===== config.mk =====
export PLATFORM = sky130hd
export DESIGN_NAME = mem_arbiter
export DESIGN_NICKNAME = d
export VERILOG_FILES = /design/src/rtl/mem_arbiter.sv
export SDC_FILE = /design/constraint.sdc
export NUM_CORES = 1
export LEC_CHECK = 0
export ABC_AREA = 1
export CAP_MARGIN = 5
export CORE_AREA = 2 2 106 108
export DETAILED_ROUTE_END_ITERATION = 10
export DIE_AREA = 0 0 108 110
export HOLD_SLACK_MARGIN = 0.05
export PLACE_DENSITY = 0.81
export SYNTH_ARGS = -nofsm -noshare
export SYNTH_HDL_FRONTEND = slang
export SYNTH_SLANG_ARGS = --single-unit

===== constraint.sdc =====
create_clock -name CLK -period 3.6 [get_ports CLK]
set_input_delay 0.72 -clock CLK [delete_from_list [all_inputs] [get_ports CLK]]
set_output_delay 0.72 -clock CLK [all_outputs]
set_load 0.02 [all_outputs]

===== src/rtl/mem_arbiter.sv =====
// ---------------------------------------------------------------------------
// mem_arbiter
//   Shares one RAM port between an instruction fetch requester and a data
//   requester. Data wins by default. A streak counter (dstreak) bounds how
//   many data grants can pass a waiting fetch. Once the streak reaches
//   STARVE_MAX, the next grant goes to the fetch.
//
// Handshake: a requester raises its request (iREN, or dREN/dWEN) and holds it
//   with stable address/data until its wait output is low. Wait low while the
//   request is high marks completion in that same cycle. For a read, the load
//   word is valid only in that cycle. A requester may drop an ungranted or
//   granted-but-incomplete request at any time, for example on a fetch flush.
//
// Ports:
//   CLK, RST              clock, synchronous active-high reset
//   iREN, iaddr           instruction fetch request / address
//   iload, iwait          instruction read word / not-yet-complete
//   dREN, dWEN            data read / write request (both high = write)
//   daddr, dstore         data address / write word
//   dload, dwait          data read word / not-yet-complete
//   ramREN, ramWEN        RAM strobes (from state + latched direction only)
//   ramaddr, ramstore     registered RAM address / write word
//   ramload, ramstate     RAM read word / status (FREE, BUSY, ACCESS, ERROR)
//   dbg_state             current FSM state (IDLE=0, DGRANT=1, IGRANT=2)
//   dbg_dstreak           current data-grant streak count
// ---------------------------------------------------------------------------
module mem_arbiter #(
  parameter int STARVE_MAX = 4,
  parameter int ADDR_W     = 32
) (
  input  logic                              CLK,
  input  logic                              RST,
  input  logic                              iREN,
  input  logic [ADDR_W-1:0]                 iaddr,
  output logic [ADDR_W-1:0]                 iload,
  output logic                              iwait,
  input  logic                              dREN,
  input  logic                              dWEN,
  input  logic [ADDR_W-1:0]                 daddr,
  input  logic [ADDR_W-1:0]                 dstore,
  output logic [ADDR_W-1:0]                 dload,
  output logic                              dwait,
  output logic                              ramREN,
  output logic                              ramWEN,
  output logic [ADDR_W-1:0]                 ramaddr,
  output logic [ADDR_W-1:0]                 ramstore,
  input  logic [ADDR_W-1:0]                 ramload,
  input  logic [1:0]                        ramstate,
  output logic [1:0]                        dbg_state,
  output logic [$clog2(STARVE_MAX+1)-1:0]   dbg_dstreak
);

  localparam int CNT_W = $clog2(STARVE_MAX + 1);
  localparam logic [CNT_W-1:0] STREAK_MAX = CNT_W'(STARVE_MAX);
  localparam logic [1:0] RS_ACCESS = 2'd2;

  typedef enum logic [1:0] {
    IDLE   = 2'd0,
    DGRANT = 2'd1,
    IGRANT = 2'd2
  } state_t;

  state_t             state_q, state_d;
  logic [CNT_W-1:0]   dstreak_q, dstreak_d;
  logic [ADDR_W-1:0]  ramaddr_q, ramaddr_d;
  logic [ADDR_W-1:0]  ramstore_q, ramstore_d;
  logic               dir_write_q, dir_write_d;

  logic d_req;
  logic starve;
  logic access;
  logic i_done;
  logic d_done;

  assign d_req  = dREN | dWEN;
  assign starve = iREN && (dstreak_q == STREAK_MAX);
  assign access = (ramstate == RS_ACCESS);

  // Next-state and datapath latching
  always_comb begin
    state_d     = state_q;
    dstreak_d   = dstreak_q;
    ramaddr_d   = ramaddr_q;
    ramstore_d  = ramstore_q;
    dir_write_d = dir_write_q;
    case (state_q)
      IDLE: begin
        if (d_req && !starve) begin
          state_d     = DGRANT;
          ramaddr_d   = daddr;
          ramstore_d  = dstore;
          // Simultaneous dREN and dWEN resolves to a write.
          dir_write_d = dWEN;
          if (!iREN) begin
            dstreak_d = '0;
          end else if (dstreak_q != STREAK_MAX) begin
            dstreak_d = dstreak_q + CNT_W'(1);
          end
        end else if (iREN) begin
          state_d     = IGRANT;
          ramaddr_d   = iaddr;
          ramstore_d  = '0;
          dir_write_d = 1'b0;
          dstreak_d   = '0;
        end
      end
      // BUSY/FREE hold; ERROR holds too, so the same access is reissued.
      // A dropped request (flush) abandons the grant without touching dstreak.
      DGRANT: if (!d_req || access) state_d = IDLE;
      IGRANT: if (!iREN  || access) state_d = IDLE;
      default: state_d = IDLE;
    endcase
  end

  always_ff @(posedge CLK) begin
    if (RST) begin
      state_q     <= IDLE;
      dstreak_q   <= '0;
      ramaddr_q   <= '0;
      ramstore_q  <= '0;
      dir_write_q <= 1'b0;
    end else begin
      state_q     <= state_d;
      dstreak_q   <= dstreak_d;
      ramaddr_q   <= ramaddr_d;
      ramstore_q  <= ramstore_d;
      dir_write_q <= dir_write_d;
    end
  end

  // Outputs: strobes depend only on registered state and direction.
  always_comb begin
    ramREN = 1'b0;
    ramWEN = 1'b0;
    i_done = 1'b0;
    d_done = 1'b0;
    iload  = '0;
    dload  = '0;
    case (state_q)
      IGRANT: begin
        ramREN = 1'b1;
        i_done = access && iREN;
      end
      DGRANT: begin
        ramREN = !dir_write_q;
        ramWEN = dir_write_q;
        d_done = access && d_req;
      end
      default: ;
    endcase
    if (i_done)                 iload = ramload;
    if (d_done && !dir_write_q) dload = ramload;
    iwait = iREN  && !i_done;
    dwait = d_req && !d_done;
  end

  assign ramaddr     = ramaddr_q;
  assign ramstore    = ramstore_q;
  assign dbg_state   = state_q;
  assign dbg_dstreak = dstreak_q;

endmodule


==> results.txt, run 1 <==
Status = finished clean
Congestion Overflow GR = 0
# DRC = 0
Layout Skew = 0.0107 ns
Fraction of final layout cells sized beyond drive strength 1 = 5.52%
Required arrival time at the worst endpoint = 2.88 ns
Hold WC Path Type = reg2reg
Worst R2R Path Depth = 8
Antenna violations before repair = 0
Clock insertion delay at the later pin of the skew report = 0.34 ns
Buffers added on ports = 271
Synthesized net count = 730
Total count of hold-check failures in the final report = 0
Global-route wire length before repair = 19900 um
Time the final worst path needs with I/O delays and setup = 3.28 ns
Worst Path Max Fanout = 13
Number of buffers on the longest clock path = 2
Number of core rows = 38
Util after Layout = 62.4%
First-pass detailed-route iteration total = 4
DRT Wirelength = 13200 um
Height of the die = 110 um
Transition at the pin with the smallest max-transition slack = 0.711 ns
Area taken by flip-flops and latches = 0.00140 mm2
Gate count after technology mapping = 589
Count of final setup violators = 0
Internal reg-to-reg setup slack = 1.48 ns
Endpoint kind of the worst setup timing path = primary output
HPWL after detailed placement = 10000 um
Worst hold path cell count = 2
Number of hold-repair buffers added at the cts stage = 0
Number of synthesized register bits = 70
Period utilisation layout = 91.2%
CTS Root Cell = clkbuf_8
Number of global-route vias before repair = 4017
CTS tree = built
Area growth from synthesis to layout = 82.4%
Remaining number of nets flagged by the antenna check after routing = 0
Die outline area = 0.0119 mm2
Relative slew margins = 52.6%
Vias per inst = 4.40
Total via count after detailed routing = 4369
DP Area = 0.00643 mm2
Post-CTS setup buffers = 0
Average detailed-routed wire length per instance = 13.3 um
Final Net Count = 988
Number of CTS-inserted buffers = 9
Post-synthesis instance area = 0.00366 mm2
Initial DRC count = 253
Yosys warnings = 0
Die width = 108 um
Number of antenna repair diodes = 0
Startpoint class of the critical path = input port
Synth cell types = 22
Data arrival time of the worst path = 2.56 ns
Crit path kind = in2out
Fill cells = 989
Max-cap violations = 0
R2R Path Start = dbg_dstreak[0]$_SDFFE_PP0P_
Setup TNS = 0 ns
Total clock sinks = 70
Register clock-pin slew on the reported worst setup and hold paths = 0.08 ns
Largest net degree at the start of global routing = 40
Unrepaired setup endpoints after global routing = false
# IOs = 272
Leakage component of the power = 3.11 nW
Initial Utilization = 34.2%
Power after layout = 2.55 mW
CTS-repair resized insts = 0
Count of H-tree levels built during CTS = 3
Final weighted congestion of routability-driven global placement = 0.786
Layout Cell Area excl Fill = 0.00667 mm2
Synthesized area divided by synthesized cell count = 6.21 um2
Commonest non-fill, non-tap cell in the layout = clkdlybuf4s50_1
Share of synthesized area occupied by flip-flops and latches = 38.3%
GRT Total Usage = 21.5%
Most used cells in the layout excluding fill and tap cells = 270 x clkdlybuf4s50_1, 178 x nand2_1, 134 x nor2_1
Start point of the worst hold path = ramstore[1]$_SDFFE_PP0P_
Placeable Area = 0.0107 mm2
Highest clock rate = 305 MHz
Placed Instances = 976
Hold path endpoint = ramstore[1]$_SDFFE_PP0P_
Crit Reg-Reg Endpoint = ramstore[3]$_SDFFE_PP0P_
Area occupied by multi-input gates = 0.00176 mm2
Worst vdd rail ir drop = 201 uV
Final non-filler cell total = 992
Pwr dens = 382 mW/mm2
Number of pins exceeding their max-slew limit in the final report = 0
-- cell usage after synthesis --
library cell	n	area [um2]
a21oi_1	37	185
buf_2	10	50.1
buf_4	6	45.0
buf_6	3	33.8
buf_8	1	15.0
clkbuf_1	13	48.8
dfxtp_1	70	1400
ha_1	6	75.1
inv_1	76	285
inv_2	4	15.0
inv_4	1	6.26
nand2_1	178	668
nand2_2	2	12.5
nand2_4	2	22.5
nand3_1	29	145
nand3_2	10	100
nand4_1	1	6.26
nor2_1	134	503
nor2_2	1	6.26
nor2_4	1	11.3
o21a_1	1	7.51
o21ai_0	3	15.0
-- worst max path at each step --
stage | start | to | slack (ns) | cells after the start
after floorplan | ramstate[0] | iload[10] | 1.32 | 6
after global placement | ramstate[1] | iload[20] | 0.33 | 7
after detailed placement | ramstate[1] | iload[0] | 0.33 | 7
after CTS | iREN | iload[20] | 0.33 | 7
after global routing | ramstate[1] | iload[20] | 0.15 | 7
final | iREN | iload[23] | 0.32 | 7
-- cell type report --
| cell class | count | share of cell area (%) |
|---|---|---|
| Clock inverter | 7 | 1.82 |
| Timing Repair Buffer | 280 | 41.8 |
| Inverter | 81 | 4.59 |
| Tap cell | 140 | 2.62 |
| Sequential cell | 70 | 21.0 |
| Multi-Input combinational cell | 405 | 26.3 |
| Clock buffer | 9 | 1.86 |
-- critical path, cell delays in order --
cell	delay, ns
clkdlybuf4s50_1	0.51
nand2_1	0.08
nor2_1	0.13
inv_1	0.17
buf_4	0.23
nor2_1	0.10
clkdlybuf4s50_1	0.62
-- routing by layer --
layer  GRT usage [%]  share of wire, %  vias up
met4            9.25               3.0        0
met1            23.8                39     1887
li1                -                 -     2265
met3            6.35               8.8       26
met2            38.5                49      191
met5               0                 0        -
-- where the power goes --
part / total, mW / switching (mW) / internal (mW)
sequential: 0.910 / 0.0443 / 0.865
combinational: 0.863 / 0.451 / 0.412
clock: 0.775 / 0.311 / 0.464
total: 2.55 / 0.807 / 1.74
-- stage by stage --
stage | setup slack [ns] | hold WS, ns
floorplan | 1.32 | 0.472
global placement | 0.331 | 0.452
detailed placement | 0.332 | 0.456
CTS | 0.326 | 0.467
global route | 0.150 | 0.478
finish | 0.318 | 0.467
-- kinds of logic (layout without fill, tap and decap cells) --
| family | after synthesis | in the layout | share of synthesized area (%) |
|---|---|---|---|
| adders and majority gates | 6 | 6 | 2.05 |
| and+or+nand+nor | 358 | 358 | 40.3 |
| DFF | 70 | 70 | 38.3 |
| AOI/OAI and AO/OA | 41 | 41 | 5.68 |
| buffers and inverters | 114 | 377 | 13.6 |
-- registers in the layout, summed over array words and instances (netlist names) --
signal / cells
dbg_dstreak: 3
ramaddr: 32
dir_write_q: 1
ramstore: 32
dbg_state: 2
(Power assumes the default switching activity.)
==> inputs of run 2 (changes only) <==
PLACE_DENSITY = 0.82   (was 0.81)
==> results.txt, run 2 (synthesis gave the netlist of run 1 again) <==
Status = finished clean
Start point of the worst hold path = ramstore[27]$_SDFFE_PP0P_
Total via count after detailed routing = 4324
Relative slew margins = 54.5%
Worst Path Max Fanout = 28
Die width = 108 um
HPWL after detailed placement = 9800 um
Initial DRC count = 221
Worst R2R Path Depth = 9
Total count of hold-check failures in the final report = 0
CTS Root Cell = clkbuf_8
Number of buffers on the longest clock path = 2
Crit path kind = in2out
R2R Path Start = dbg_dstreak[0]$_SDFFE_PP0P_
Initial Utilization = 34.2%
Number of antenna repair diodes = 0
Period utilisation layout = 91.1%
Die outline area = 0.0119 mm2
Clock share of power = 32.5%
Time the final worst path needs with I/O delays and setup = 3.28 ns
Fraction of final layout cells sized beyond drive strength 1 = 5.29%
Delay contributed by the slowest stage of the critical path = 0.62 ns
Crit Reg-Reg Endpoint = ramaddr[20]$_SDFFE_PP0P_
# DRC = 0
Endpoint kind of the worst setup timing path = primary output
Required arrival time at the worst endpoint = 2.88 ns
Max-cap violations = 0
Setup TNS = 0 ns
Congestion Overflow GR = 0
Crit path setup slack, layout = 0.319 ns
Layout Skew = 0.00567 ns
Clock insertion delay at the later pin of the skew report = 0.34 ns
Commonest non-fill, non-tap cell in the layout = clkdlybuf4s50_1
Area growth from synthesis to layout = 82.7%
Highest clock rate = 305 MHz
Switching Share = 31.0%
Global-route wire length before repair = 19800 um
Leakage component of the power = 3.10 nW
Hold path endpoint = ramstore[27]$_SDFFE_PP0P_
Area occupied by multi-input gates = 0.00176 mm2
Number of pins exceeding their max-slew limit in the final report = 0
Unrepaired setup endpoints after global routing = false
Most used cells in the layout excluding fill and tap cells = 270 x clkdlybuf4s50_1, 178 x nand2_1, 134 x nor2_1
Average detailed-routed wire length per instance = 13.3 um
CTS-repair resized insts = 0
Internal power contribution = 1.81 mW
Register clock-pin slew on the reported worst setup and hold paths = 0.08 ns
Number of core rows = 38
Portion of total power attributed to combinational logic = 32.7%
Number of hold-repair buffers added at the cts stage = 0
Hold WC Path Type = reg2reg
Post-CTS setup buffers = 0
Proportion of power drawn by flip-flops and latches = 34.7%
Buffers added on ports = 271
Startpoint class of the critical path = input port
Kind of cell adding the most delay to the critical path = buffers and inverters
Worst-case setup slack after placement = 0.310 ns
GRT Total Usage = 21.4%
Antenna violations before repair = 0
Count of final setup violators = 0
Placeable Area = 0.0107 mm2
Standard cell with the maximum stage delay on the critical path = clkdlybuf4s50_1
Height of the die = 110 um
Worst vdd rail ir drop = 183 uV
Critical path buffers and inverters = 4
Worst hold path cell count = 2
Area taken by flip-flops and latches = 0.00140 mm2
Number of global-route vias before repair = 4091
Cell chain of the critical path = clkdlybuf4s50_1, nand2_1, nor2_1, inv_1, buf_4, nor2_1, clkdlybuf4s50_1
Worst slack on hold paths = 0.465 ns
First-pass detailed-route iteration total = 4
Final non-filler cell total = 990
Remaining number of nets flagged by the antenna check after routing = 0
Switch Pwr = 0.810 mW
Final Net Count = 986
Largest net degree at the start of global routing = 60
Pwr dens = 392 mW/mm2
Placed Instances = 974
Fill cells = 975
Final weighted congestion of routability-driven global placement = 0.914
Data arrival time of the worst path = 2.56 ns
Number of CTS-inserted buffers = 9
Transition at the pin with the smallest max-transition slack = 0.682 ns
Total clock sinks = 70
Internal reg-to-reg setup slack = 1.68 ns
Vias per inst = 4.37
Count of H-tree levels built during CTS = 3
DRT Wirelength = 13100 um
CTS tree = built
# IOs = 272
## run 2: cell types whose count changed in the layout (fill, tap and decap cells not counted)
cell / previous run / this run
buf_4: 8 / 6
clkinvlp_4: 0 / 1
clkinv_2: 1 / 0
clkinv_4: 2 / 1
bufinv_16: 3 / 4
## run 2: worst max path at each step
stage,start,to,cells past startpoint
floorplan,ramstate[0],iload[10],6
global placement,ramstate[1],iload[31],7
detailed placement,ramstate[1],iload[6],7
CTS,ramstate[1],iload[6],7
global route,ramstate[1],iload[15],7
finish,ramstate[1],iload[6],7
## run 2: per-stage QoR
stage          area, um2  power, mW  util, %
3_3_place_gp        6410       1.78     60.0
5_1_grt             6680       2.77     62.5
2_1_floorplan       3660       1.39        -
3_5_place_dp        6410       1.79     60.0
4_1_cts             6680       2.66     62.5
6_report            6680       2.62     62.5
## run 2: cell type report
cell class	instances	share of cell area [%]
timing repair buffer	278	41.5
tap	140	2.62
clock buffer	9	1.85
inverter	81	4.59
clock inverter	7	2.17
sequential	70	21.0
multi-input combinational	405	26.3
## run 2: per-layer routing
layer,track usage (%),vias to the layer above,wire (um)
li1,-,2259,-
met1,23.2,1867,5210
met2,38.7,170,6430
met3,5.47,28,1010
met4,10.9,0,476
met5,0,-,0
## run 2: tightest hold or removal path, stage by stage (launching register included)
cell     delay (ns)
dfxtp_1        0.31
nand2_1        0.06
a21oi_1        0.05
## run 2: power groups by stage
stage	combinational (mW)	sequential, mW	clock [mW]
floorplan	0.350	1.04	0
detailed placement	0.861	0.928	0
global route	0.938	0.922	0.911
finish	0.857	0.910	0.852
CTS	0.866	0.910	0.882
global placement	0.856	0.925	0
==> inputs of run 3 (changes only) <==
clock period = 3.7 ns   (was 3.6 ns; I/O delays follow)
==> results.txt, run 3 (synthesis gave the netlist of run 1 again) <==
Data arrival time of the worst path = 2.57 ns
Number of buffers on the longest clock path = 2
Power after layout = 2.48 mW
Internal reg-to-reg setup slack = 1.60 ns
Largest net degree at the start of global routing = 46
Max-cap violations = 0
# IOs = 272
Crit Reg-Reg Endpoint = ramstore[16]$_SDFFE_PP0P_
Worst Path Max Fanout = 28
Most used cells in the layout excluding fill and tap cells = 270 x clkdlybuf4s50_1, 178 x nand2_1, 134 x nor2_1
Critical path buffers and inverters = 4
Proportion of power drawn by flip-flops and latches = 35.7%
Hold WC Path Type = reg2reg
Vias per inst = 4.46
Area taken by flip-flops and latches = 0.00140 mm2
Congestion Overflow GR = 0
Leakage component of the power = 3.09 nW
CTS-repair resized insts = 0
Area occupied by multi-input gates = 0.00176 mm2
WP depth = 7
Crit path kind = in2out
Time the final worst path needs with I/O delays and setup = 3.31 ns
Count of final setup violators = 0
Startpoint class of the critical path = input port
Relative slew margins = 43.0%
Layout Skew = 0.00831 ns
Pwr dens = 372 mW/mm2
Setup TNS = 0 ns
Switching Share = 31.1%
Cell chain of the critical path = clkdlybuf4s50_1, nand2_1, nor2_1, inv_1, buf_4, nor2_1, clkdlybuf4s50_1
Placeable Area = 0.0107 mm2
CTS tree = built
Commonest non-fill, non-tap cell in the layout = clkdlybuf4s50_1
Final Net Count = 986
Transition at the pin with the smallest max-transition slack = 0.855 ns
Critical path destination = iload[17]
Fill cells = 996
Initial DRC count = 224
Kind of cell adding the most delay to the critical path = buffers and inverters
First-pass detailed-route iteration total = 5
Required arrival time at the worst endpoint = 2.96 ns
Total count of hold-check failures in the final report = 0
Global-route wire length before repair = 19700 um
Portion of total power attributed to combinational logic = 33.7%
R2R Path Start = dbg_dstreak[0]$_SDFFE_PP0P_
Die width = 108 um
Highest clock rate = 302 MHz
Number of global-route vias before repair = 4151
Unrepaired setup endpoints after global routing = false
Total via count after detailed routing = 4413
Clock share of power = 30.6%
Worst vdd rail ir drop = 188 uV
Register clock-pin slew on the reported worst setup and hold paths = 0.08 ns
Die outline area = 0.0119 mm2
Buffers added on ports = 271
Number of hold-repair buffers added at the cts stage = 0
Fraction of final layout cells sized beyond drive strength 1 = 5.18%
Post-CTS setup buffers = 0
Remaining number of nets flagged by the antenna check after routing = 0
Number of pins exceeding their max-slew limit in the final report = 0
Delay contributed by the slowest stage of the critical path = 0.61 ns
Switch Pwr = 0.770 mW
CTS Root Cell = clkbuf_8
Average detailed-routed wire length per instance = 13.3 um
Period utilisation layout = 89.6%
Number of antenna repair diodes = 0
Count of H-tree levels built during CTS = 3
Number of CTS-inserted buffers = 9
Internal power contribution = 1.71 mW
# DRC = 0
Endpoint kind of the worst setup timing path = primary output
Height of the die = 110 um
GRT Total Usage = 21.3%
DRT Wirelength = 13100 um
Total clock sinks = 70
Worst R2R Path Depth = 7
Standard cell with the maximum stage delay on the critical path = clkdlybuf4s50_1
Clock insertion delay at the later pin of the skew report = 0.34 ns
Critical path origin = ramstate[1]
Final weighted congestion of routability-driven global placement = 0.905
HPWL after detailed placement = 9940 um
Area growth from synthesis to layout = 82.1%
Number of core rows = 38
Status = finished clean
Initial Utilization = 34.2%
Antenna violations before repair = 0
run 3: cell count changes in the layout (fill, tap and decap cells not counted), sizes merged:
| cell | delta |
|---|---|
| clkbuf | +2 |
| bufinv | -1 |
| inv | -1 |
run 3: worst reg2reg max path, delay by kind of cell, from the launching register on:
family                   cells  cell delay (ns)
AND/OR/NAND/NOR              4             1.25
buffers and inverters        1             0.07
adder cells (fa/ha/maj)      1             0.19
AO/OA/AOI/OAI                1             0.17
flip-flops                   1             0.35
run 3: worst min path at each step:
stage,start,endpoint,depth (start not counted)
6_report,ramstore[11]$_SDFFE_PP0P_,ramstore[11]$_SDFFE_PP0P_,2
5_1_grt,ramstore[18]$_SDFFE_PP0P_,ramstore[18]$_SDFFE_PP0P_,2
4_1_cts,ramstore[21]$_SDFFE_PP0P_,ramstore[21]$_SDFFE_PP0P_,2
3_5_place_dp,ramstore[21]$_SDFFE_PP0P_,ramstore[21]$_SDFFE_PP0P_,2
3_3_place_gp,ramstore[15]$_SDFFE_PP0P_,ramstore[15]$_SDFFE_PP0P_,2
2_1_floorplan,dir_write_q$_SDFFE_PP0P_,dir_write_q$_SDFFE_PP0P_,2
run 3: layout make-up:
type                       instances  area share (%)
tap                              140            2.63
timing repair buffer             278            41.6
sequential                        70            21.0
clock buffer                      11            2.12
inverter                          81            4.60
clock inverter                     5            1.60
multi-input combinational        405            26.4
run 3: power by group through the flow:
| stage | registers, mW | clock network [mW] | logic, mW |
|---|---|---|---|
| 2_1_floorplan | 1.01 | 0 | 0.341 |
| 3_3_place_gp | 0.900 | 0 | 0.834 |
| 3_5_place_dp | 0.904 | 0 | 0.839 |
| 4_1_cts | 0.886 | 0.778 | 0.843 |
| 5_1_grt | 0.897 | 0.809 | 0.913 |
| 6_report | 0.886 | 0.758 | 0.834 |
run 3: per-stage QoR:
| step | area [um2] | std cells | setup WS, ns | utilization (%) | hold WS (ns) |
|---|---|---|---|---|---|
| floorplan | 3660 | 589 | 1.38 | - | 0.472 |
| global placement | 6410 | 974 | 0.402 | 60.0 | 0.453 |
| detailed placement | 6410 | 974 | 0.392 | 60.0 | 0.455 |
| CTS | 6660 | 990 | 0.384 | 62.3 | 0.467 |
| global route | 6660 | 990 | 0.212 | 62.3 | 0.484 |
| finish | 6660 | 990 | 0.385 | 62.3 | 0.465 |
run 3: metal layers:
metal  part of all wire (%)  GRT usage [%]  wire, um  vias up
met5                      0              0         0        -
met1                     38           22.2      4930     1946
met2                     51           39.5      6670      177
li1                       -              -         -     2263
met4                    3.0           9.62       396        0
met3                    8.6           6.23      1130       27
